### src/rtl/tbus_arbiter_if.sv
// Bundle of the two tbus requester channels and the downstream memory port.
// The arbiter connects through the slave modport; the environment uses master.
interface tbus_arbiter_if #(
   parameter int ADDR_W   = 64,
   parameter int DATA_W   = 64,
   parameter int MASK_W   = 64,
   parameter int OPTYPE_W = 2
) ();
   logic                load2arb_tbus_index_valid;
   logic                load2arb_tbus_index_ready;
   logic [ADDR_W-1:0]   load2arb_tbus_index;
   logic [DATA_W-1:0]   load2arb_tbus_write_data;
   logic [MASK_W-1:0]   load2arb_tbus_write_mask;
   logic [OPTYPE_W-1:0] load2arb_tbus_operation_type;
   logic [DATA_W-1:0]   load2arb_tbus_read_data;
   logic                load2arb_tbus_operation_done;
   logic                load2arb_flush_valid;

   logic                sq2arb_tbus_index_valid;
   logic                sq2arb_tbus_index_ready;
   logic [ADDR_W-1:0]   sq2arb_tbus_index;
   logic [DATA_W-1:0]   sq2arb_tbus_write_data;
   logic [MASK_W-1:0]   sq2arb_tbus_write_mask;
   logic [OPTYPE_W-1:0] sq2arb_tbus_operation_type;
   logic [DATA_W-1:0]   sq2arb_tbus_read_data;
   logic                sq2arb_tbus_operation_done;

   logic                arb2mem_req_valid;
   logic                arb2mem_req_ready;
   logic [ADDR_W-1:0]   arb2mem_req_addr;
   logic [DATA_W-1:0]   arb2mem_req_wdata;
   logic [MASK_W-1:0]   arb2mem_req_wmask;
   logic [OPTYPE_W-1:0] arb2mem_req_optype;
   logic                mem2arb_resp_valid;
   logic [DATA_W-1:0]   mem2arb_resp_data;

   modport slave (
      input  load2arb_tbus_index_valid, load2arb_tbus_index, load2arb_tbus_write_data,
             load2arb_tbus_write_mask, load2arb_tbus_operation_type, load2arb_flush_valid,
      output load2arb_tbus_index_ready, load2arb_tbus_read_data, load2arb_tbus_operation_done,
      input  sq2arb_tbus_index_valid, sq2arb_tbus_index, sq2arb_tbus_write_data,
             sq2arb_tbus_write_mask, sq2arb_tbus_operation_type,
      output sq2arb_tbus_index_ready, sq2arb_tbus_read_data, sq2arb_tbus_operation_done,
      output arb2mem_req_valid, arb2mem_req_addr, arb2mem_req_wdata, arb2mem_req_wmask,
             arb2mem_req_optype,
      input  arb2mem_req_ready, mem2arb_resp_valid, mem2arb_resp_data
   );

   modport master (
      output load2arb_tbus_index_valid, load2arb_tbus_index, load2arb_tbus_write_data,
             load2arb_tbus_write_mask, load2arb_tbus_operation_type, load2arb_flush_valid,
      input  load2arb_tbus_index_ready, load2arb_tbus_read_data, load2arb_tbus_operation_done,
      output sq2arb_tbus_index_valid, sq2arb_tbus_index, sq2arb_tbus_write_data,
             sq2arb_tbus_write_mask, sq2arb_tbus_operation_type,
      input  sq2arb_tbus_index_ready, sq2arb_tbus_read_data, sq2arb_tbus_operation_done,
      input  arb2mem_req_valid, arb2mem_req_addr, arb2mem_req_wdata, arb2mem_req_wmask,
             arb2mem_req_optype,
      output arb2mem_req_ready, mem2arb_resp_valid, mem2arb_resp_data
   );
endinterface

### src/rtl/tbus_arbiter.sv
// Round-robin tbus responder: arbitrates the load and store-queue channels onto one
// memory port with a single outstanding transaction and load-flush squashing.
module tbus_arbiter #(
   parameter int ADDR_W   = 64,
   parameter int DATA_W   = 64,
   parameter int MASK_W   = 64,
   parameter int OPTYPE_W = 2
) (
   input  logic           clock,
   input  logic           reset_n,
   tbus_arbiter_if.slave  bus
);
   localparam logic CH_LOAD = 1'b0;
   localparam logic CH_SQ   = 1'b1;

   typedef enum logic [1:0] {IDLE, REQ, WAIT} state_t;

   state_t              state_reg, state_next;
   logic                owner_reg, owner_next;
   logic                last_grant_reg, last_grant_next;
   logic                drop_reg, drop_next;
   logic [ADDR_W-1:0]   addr_reg, addr_next;
   logic [DATA_W-1:0]   wdata_reg, wdata_next;
   logic [MASK_W-1:0]   wmask_reg, wmask_next;
   logic [OPTYPE_W-1:0] optype_reg, optype_next;

   logic                load_offer, sq_offer;
   logic                grant_load, grant_sq;
   logic                flush_owned;
   logic [1:0]          done_set;

   // A flushed load offer never competes; on conflict the channel not served last wins.
   assign load_offer  = bus.load2arb_tbus_index_valid && !bus.load2arb_flush_valid;
   assign sq_offer    = bus.sq2arb_tbus_index_valid;
   assign grant_load  = load_offer && (!sq_offer || (last_grant_reg == CH_SQ));
   assign grant_sq    = sq_offer && (!load_offer || (last_grant_reg == CH_LOAD));
   assign flush_owned = bus.load2arb_flush_valid && (owner_reg == CH_LOAD);

   always_comb begin
      state_next      = state_reg;
      owner_next      = owner_reg;
      last_grant_next = last_grant_reg;
      drop_next       = drop_reg;
      addr_next       = addr_reg;
      wdata_next      = wdata_reg;
      wmask_next      = wmask_reg;
      optype_next     = optype_reg;
      done_set        = 2'b00;

      case (state_reg)
         IDLE: begin
            if (grant_load || grant_sq) begin
               state_next      = REQ;
               owner_next      = grant_sq ? CH_SQ : CH_LOAD;
               last_grant_next = grant_sq ? CH_SQ : CH_LOAD;
               addr_next       = grant_sq ? bus.sq2arb_tbus_index          : bus.load2arb_tbus_index;
               wdata_next      = grant_sq ? bus.sq2arb_tbus_write_data     : bus.load2arb_tbus_write_data;
               wmask_next      = grant_sq ? bus.sq2arb_tbus_write_mask     : bus.load2arb_tbus_write_mask;
               optype_next     = grant_sq ? bus.sq2arb_tbus_operation_type : bus.load2arb_tbus_operation_type;
            end
         end
         REQ: begin
            if (flush_owned) begin
               state_next = IDLE;
            end else if (bus.arb2mem_req_ready) begin
               state_next = WAIT;
            end
         end
         WAIT: begin
            // Already accepted downstream: a flush can only suppress the completion.
            if (bus.mem2arb_resp_valid) begin
               state_next = IDLE;
               drop_next  = 1'b0;
               if (!(drop_reg || flush_owned)) begin
                  done_set[owner_reg] = 1'b1;
               end
            end else if (flush_owned) begin
               drop_next = 1'b1;
            end
         end
         default: begin
            state_next = IDLE;
         end
      endcase
   end

   always_ff @(posedge clock or negedge reset_n) begin
      if (!reset_n) begin
         state_reg      <= IDLE;
         owner_reg      <= CH_LOAD;
         last_grant_reg <= CH_SQ;
         drop_reg       <= 1'b0;
         addr_reg       <= '0;
         wdata_reg      <= '0;
         wmask_reg      <= '0;
         optype_reg     <= '0;
      end else begin
         state_reg      <= state_next;
         owner_reg      <= owner_next;
         last_grant_reg <= last_grant_next;
         drop_reg       <= drop_next;
         addr_reg       <= addr_next;
         wdata_reg      <= wdata_next;
         wmask_reg      <= wmask_next;
         optype_reg     <= optype_next;
      end
   end

   // Per-channel completion: done pulses for one cycle, read data holds until the next one.
   genvar gi;
   generate
      for (gi = 0; gi < 2; gi++) begin : g_chan
         logic              done_reg;
         logic [DATA_W-1:0] read_data_reg;

         always_ff @(posedge clock or negedge reset_n) begin
            if (!reset_n) begin
               done_reg      <= 1'b0;
               read_data_reg <= '0;
            end else begin
               done_reg <= done_set[gi];
               if (done_set[gi]) begin
                  read_data_reg <= bus.mem2arb_resp_data;
               end
            end
         end
      end
   endgenerate

   // Ready is gated by reset_n so every output reads 0 while reset is held.
   assign bus.load2arb_tbus_index_ready    = reset_n && (state_reg == IDLE) && grant_load;
   assign bus.sq2arb_tbus_index_ready      = reset_n && (state_reg == IDLE) && grant_sq;
   assign bus.load2arb_tbus_operation_done = g_chan[0].done_reg;
   assign bus.load2arb_tbus_read_data      = g_chan[0].read_data_reg;
   assign bus.sq2arb_tbus_operation_done   = g_chan[1].done_reg;
   assign bus.sq2arb_tbus_read_data        = g_chan[1].read_data_reg;

   assign bus.arb2mem_req_valid  = (state_reg == REQ) && !flush_owned;
   assign bus.arb2mem_req_addr   = addr_reg;
   assign bus.arb2mem_req_wdata  = wdata_reg;
   assign bus.arb2mem_req_wmask  = wmask_reg;
   assign bus.arb2mem_req_optype = optype_reg;
endmodule

### src/flat_wrapper.sv
// flat-port wrapper written by rule: the top's interface ports become plain ports
module tbus_arbiter_flat 
#(
   parameter int ADDR_W   = 64,
   parameter int DATA_W   = 64,
   parameter int MASK_W   = 64,
   parameter int OPTYPE_W = 2
)
  (clock, reset_n, bus_load2arb_tbus_index_valid, bus_load2arb_tbus_index, bus_load2arb_tbus_write_data, bus_load2arb_tbus_write_mask, bus_load2arb_tbus_operation_type, bus_load2arb_flush_valid, bus_load2arb_tbus_index_ready, bus_load2arb_tbus_read_data, bus_load2arb_tbus_operation_done, bus_sq2arb_tbus_index_valid, bus_sq2arb_tbus_index, bus_sq2arb_tbus_write_data, bus_sq2arb_tbus_write_mask, bus_sq2arb_tbus_operation_type, bus_sq2arb_tbus_index_ready, bus_sq2arb_tbus_read_data, bus_sq2arb_tbus_operation_done, bus_arb2mem_req_valid, bus_arb2mem_req_addr, bus_arb2mem_req_wdata, bus_arb2mem_req_wmask, bus_arb2mem_req_optype, bus_arb2mem_req_ready, bus_mem2arb_resp_valid, bus_mem2arb_resp_data);
  tbus_arbiter_if #(.ADDR_W(ADDR_W), .DATA_W(DATA_W), .MASK_W(MASK_W), .OPTYPE_W(OPTYPE_W)) bus_i ();
  input  logic clock;
  input  logic reset_n;
  input wire logic [$bits(bus_i.load2arb_tbus_index_valid)-1:0] bus_load2arb_tbus_index_valid;
  input wire logic [$bits(bus_i.load2arb_tbus_index)-1:0] bus_load2arb_tbus_index;
  input wire logic [$bits(bus_i.load2arb_tbus_write_data)-1:0] bus_load2arb_tbus_write_data;
  input wire logic [$bits(bus_i.load2arb_tbus_write_mask)-1:0] bus_load2arb_tbus_write_mask;
  input wire logic [$bits(bus_i.load2arb_tbus_operation_type)-1:0] bus_load2arb_tbus_operation_type;
  input wire logic [$bits(bus_i.load2arb_flush_valid)-1:0] bus_load2arb_flush_valid;
  output wire logic [$bits(bus_i.load2arb_tbus_index_ready)-1:0] bus_load2arb_tbus_index_ready;
  output wire logic [$bits(bus_i.load2arb_tbus_read_data)-1:0] bus_load2arb_tbus_read_data;
  output wire logic [$bits(bus_i.load2arb_tbus_operation_done)-1:0] bus_load2arb_tbus_operation_done;
  input wire logic [$bits(bus_i.sq2arb_tbus_index_valid)-1:0] bus_sq2arb_tbus_index_valid;
  input wire logic [$bits(bus_i.sq2arb_tbus_index)-1:0] bus_sq2arb_tbus_index;
  input wire logic [$bits(bus_i.sq2arb_tbus_write_data)-1:0] bus_sq2arb_tbus_write_data;
  input wire logic [$bits(bus_i.sq2arb_tbus_write_mask)-1:0] bus_sq2arb_tbus_write_mask;
  input wire logic [$bits(bus_i.sq2arb_tbus_operation_type)-1:0] bus_sq2arb_tbus_operation_type;
  output wire logic [$bits(bus_i.sq2arb_tbus_index_ready)-1:0] bus_sq2arb_tbus_index_ready;
  output wire logic [$bits(bus_i.sq2arb_tbus_read_data)-1:0] bus_sq2arb_tbus_read_data;
  output wire logic [$bits(bus_i.sq2arb_tbus_operation_done)-1:0] bus_sq2arb_tbus_operation_done;
  output wire logic [$bits(bus_i.arb2mem_req_valid)-1:0] bus_arb2mem_req_valid;
  output wire logic [$bits(bus_i.arb2mem_req_addr)-1:0] bus_arb2mem_req_addr;
  output wire logic [$bits(bus_i.arb2mem_req_wdata)-1:0] bus_arb2mem_req_wdata;
  output wire logic [$bits(bus_i.arb2mem_req_wmask)-1:0] bus_arb2mem_req_wmask;
  output wire logic [$bits(bus_i.arb2mem_req_optype)-1:0] bus_arb2mem_req_optype;
  input wire logic [$bits(bus_i.arb2mem_req_ready)-1:0] bus_arb2mem_req_ready;
  input wire logic [$bits(bus_i.mem2arb_resp_valid)-1:0] bus_mem2arb_resp_valid;
  input wire logic [$bits(bus_i.mem2arb_resp_data)-1:0] bus_mem2arb_resp_data;
  assign bus_i.load2arb_tbus_index_valid = bus_load2arb_tbus_index_valid;
  assign bus_i.load2arb_tbus_index = bus_load2arb_tbus_index;
  assign bus_i.load2arb_tbus_write_data = bus_load2arb_tbus_write_data;
  assign bus_i.load2arb_tbus_write_mask = bus_load2arb_tbus_write_mask;
  assign bus_i.load2arb_tbus_operation_type = bus_load2arb_tbus_operation_type;
  assign bus_i.load2arb_flush_valid = bus_load2arb_flush_valid;
  assign bus_load2arb_tbus_index_ready = bus_i.load2arb_tbus_index_ready;
  assign bus_load2arb_tbus_read_data = bus_i.load2arb_tbus_read_data;
  assign bus_load2arb_tbus_operation_done = bus_i.load2arb_tbus_operation_done;
  assign bus_i.sq2arb_tbus_index_valid = bus_sq2arb_tbus_index_valid;
  assign bus_i.sq2arb_tbus_index = bus_sq2arb_tbus_index;
  assign bus_i.sq2arb_tbus_write_data = bus_sq2arb_tbus_write_data;
  assign bus_i.sq2arb_tbus_write_mask = bus_sq2arb_tbus_write_mask;
  assign bus_i.sq2arb_tbus_operation_type = bus_sq2arb_tbus_operation_type;
  assign bus_sq2arb_tbus_index_ready = bus_i.sq2arb_tbus_index_ready;
  assign bus_sq2arb_tbus_read_data = bus_i.sq2arb_tbus_read_data;
  assign bus_sq2arb_tbus_operation_done = bus_i.sq2arb_tbus_operation_done;
  assign bus_arb2mem_req_valid = bus_i.arb2mem_req_valid;
  assign bus_arb2mem_req_addr = bus_i.arb2mem_req_addr;
  assign bus_arb2mem_req_wdata = bus_i.arb2mem_req_wdata;
  assign bus_arb2mem_req_wmask = bus_i.arb2mem_req_wmask;
  assign bus_arb2mem_req_optype = bus_i.arb2mem_req_optype;
  assign bus_i.arb2mem_req_ready = bus_arb2mem_req_ready;
  assign bus_i.mem2arb_resp_valid = bus_mem2arb_resp_valid;
  assign bus_i.mem2arb_resp_data = bus_mem2arb_resp_data;
  tbus_arbiter #(.ADDR_W(ADDR_W), .DATA_W(DATA_W), .MASK_W(MASK_W), .OPTYPE_W(OPTYPE_W)) u_core (.clock(clock), .reset_n(reset_n), .bus(bus_i));
endmodule
### config.mk
export PLATFORM = sky130hd
export DESIGN_NAME = tbus_arbiter_flat
export DESIGN_NICKNAME = d
export VERILOG_FILES = /design/src/rtl/tbus_arbiter_if.sv /design/src/rtl/tbus_arbiter.sv /design/src/flat_wrapper.sv
export SDC_FILE = /design/constraint.sdc
export NUM_CORES = 1
export LEC_CHECK = 0
export CAP_MARGIN = 20
export CORE_AREA = 2 2 306 308
export DETAILED_ROUTE_END_ITERATION = 10
export DIE_AREA = 0 0 308 310
export PLACE_DENSITY_LB_ADDON = 0.25
export SLEW_MARGIN = 20
export SYNTH_ARGS = -nofsm -noshare
export SYNTH_HDL_FRONTEND = slang
export SYNTH_SLANG_ARGS = --single-unit
### constraint.sdc
create_clock -name clock -period 2.3 [get_ports clock]
set_clock_uncertainty 0.2 [all_clocks]
set_input_delay 0.46 -clock clock [delete_from_list [all_inputs] [get_ports clock]]
set_output_delay 0.46 -clock clock [all_outputs]
set_load 0.02 [all_outputs]
==> impl_metrics.tcl <==
set metrics [dict create \
    grt_max_degree 167 \
    timing.final.crit_period_ps 2260 \
    grt_pass1_vias 16907 \
    grt_antenna_before_repair 8 \
    syn_area_per_cell_um2 10.2 \
    via_per_inst 4.54 \
    syn2layout_area_growth_pct 66.9 \
    critical_path.max_fanout 2 \
    status "finished, final reports clean" \
    post-route-period-util 0.984 \
    drtIter0Drc 1074 \
    num_vias 16431 \
    fin_util 0.303 \
    drt_wl_total_mm 76.5 \
    htree_num_levels 2 \
    drv_cap 0 \
    holdCritPathClass "in -> reg" \
    yosys.area.top_type "dfrtp_1" \
    crit_type "reg -> out" \
    fin_cells 3622 \
    synth.distinct_cells 30 \
    cts_num_sinks 329 \
    synthFlopType "dfrtp_1" \
    synth_edf_count 0 \
    async_flop_share 1.00 \
    fin_nets 2854 \
    drtAntennaViolNets 0 \
    path_clk_slew_ps 60 \
    max-vdd-ir-drop_mv 0.518 \
    powerDensity_nw_per_um2 1240 \
    std_cell_rows 112 \
    syn-num-nets 2102 \
    fill_cells 9485 \
    die_w_um 308 \
    syn-cell-area_um2 16800 \
    grt_usage 0.152 \
    hpwl_mm 55.5 \
    grt_pass1_wl_mm 112 \
    root_buffer "clkbuf_16" \
    setup-violations-final 0 \
    cts_tree "yes" \
    dpl.cell_count 3542 \
    dieArea_um2 95500 \
    crit_required_ps 1640 \
    final_cell_area_um2 28000 \
    drt_first_pass_iters 6 \
    synth_area_leaders "dfrtp_1 49%, a221oi_1 10%, a22oi_1 8.7%" \
    hold_viol 0 \
    slew-limit-headroom 0.403 \
    clock_latency_ps 580 \
    holdWs_ps 248 \
    fin_total_pwr_w 0.0347 \
    gp_congestion 0.831 \
    yosysTopAreaCellShare 0.489 \
    die_h_um 310 \
    yosys_warnings 0 \
    leakage_nw 12.1 \
    maxSlewViolCount 0 \
    worstSetupEndpointType "output pin" \
    synth_cells 1643 \
    drive_above_1_share 0.131 \
    fmax_mhz 442 \
    startpoint_type "flop" \
    yosysSeqAreaShare 0.490 \
    rsz0062_at_grt "yes" \
    ys_seq_elements 329 \
    place_area_um2 26600 \
    portBuffers 785 \
    wl_per_cell_um 21.1 \
    drc 0 \
    arrival_ps 1600 \
    core_area_um2 92500 \
    overflow 0 \
    cts_buffer_depth 3 \
    start_util 0.182 \
    tightest_slew_ps 896 \
    cts_buffers 44 \
    pin_count 786 \
]
worst max-delay path: stages (launching register included):
cell and delay, ps:
dfrtp_1 410, nor2_4 180, nand2_2 100, nor3_2 170
buf_4 160
report_power, final:
part           internal (W)  leakage (nW)  total (W)  switching [W]
Clock               0.00393         0.673    0.00669        0.00276
Combinational       0.00845          7.48     0.0178        0.00933
Sequential          0.00857          3.90     0.0102        0.00161
per-stage QoR:
stage,TNS (ps),setup slack [ps]
CTS,-9.33,-9.33
finish,0,37.9
detailed placement,-93590,-481
global route,-34.6,-31.3
global placement,-95730,-558
floorplan,0,65.0
worst paths after layout:
kind | start | end | slack, ps | depth (start not counted)
setup / recovery | u_core.state_reg[1] | bus_load2arb_tbus_index_ready | 40 | 4
hold / removal | bus_load2arb_tbus_write_mask[29] | u_core.bus.arb2mem_req_wmask[29] | 250 | 3
setup reg to reg | u_core.last_grant_reg | u_core.bus.arb2mem_req_wdata[25] | 170 | 6
hold reg to reg | u_core.bus.sq2arb_tbus_read_data[26] | u_core.bus.sq2arb_tbus_read_data[26] | 300 | 1
max in group asynchronous | reset_n | u_core.bus.sq2arb_tbus_read_data[21] | 530 | 5
min in group asynchronous | reset_n | u_core.bus.arb2mem_req_wmask[58] | 420 | 4
metal layers:
layer	track usage	vias up	routed length (um)
li1	-	7451	-
met1	0.179	8173	29700
met2	0.273	698	39500
met3	0.0371	105	5540
met4	0.0445	4	1800
met5	0	-	27
placed cells by master, fill, tap and decap left out, drive strengths merged:
master,count
a21o,1
a21oi,2
a221oi,194
a22o,1
a22oi,194
and2,194
and2b,1
and3b,1
buf,113
bufinv,2
clkbuf,59
clkdlybuf4s50,727
clkinv,9
dfrtp,328
dfstp,1
diode,5
dlygate4sd2,30
dlygate4sd3,1
dlymetal6s2s,22
inv,200
mux2,128
nand2,2
nand2b,1
nand3,2
nand3b,1
nor2,4
nor2b,2
nor3,2
o21ai,194
o2bb2ai,2
o41ai,1
or2,1
Yosys cell counts, drive strengths merged, types with 2 or more instances:
cell type  count
dfrtp        328
nor2           4
a22oi        194
nor3           2
buf           56
o2bb2ai        2
and2         194
nor2b          2
nand2          2
nand3          2
o21ai        194
a221oi       194
clkbuf       131
inv          199
mux2         128
a21oi          2
cell type report:
class / instances / area (um^2) / share of cell area
Tap cell: 1197 / 1500 / 0.0534
Antenna cell: 5 / 12.5 / 0.000446
Clock inverter: 12 / 129 / 0.00460
Clock buffer: 59 / 1230 / 0.0438
Timing Repair Buffer: 893 / 9170 / 0.327
Inverter: 199 / 754 / 0.0269
Sequential cell: 329 / 8230 / 0.294
Multi-Input combinational cell: 928 / 7000 / 0.250
repair_timing:
item | CTS | global route
endpoints found under the setup margin | 32 | 25
hold buffers | 1 | 0
gates resized for setup | 45 | 27
endpoints found under the hold margin | 103 | 0
buffers inserted | 1 | 1
pin swaps | 3 | 3
cells by family (layout without fill, tap and decap cells):
group,after synthesis,count (layout),share of synthesized area
compound gates,589,589,0.249
buf+inv,386,1163,0.0970
flops,329,329,0.490
simple gates,211,211,0.0777
mux,128,128,0.0859
other cells,0,5,0
(Power assumes the default switching activity.)
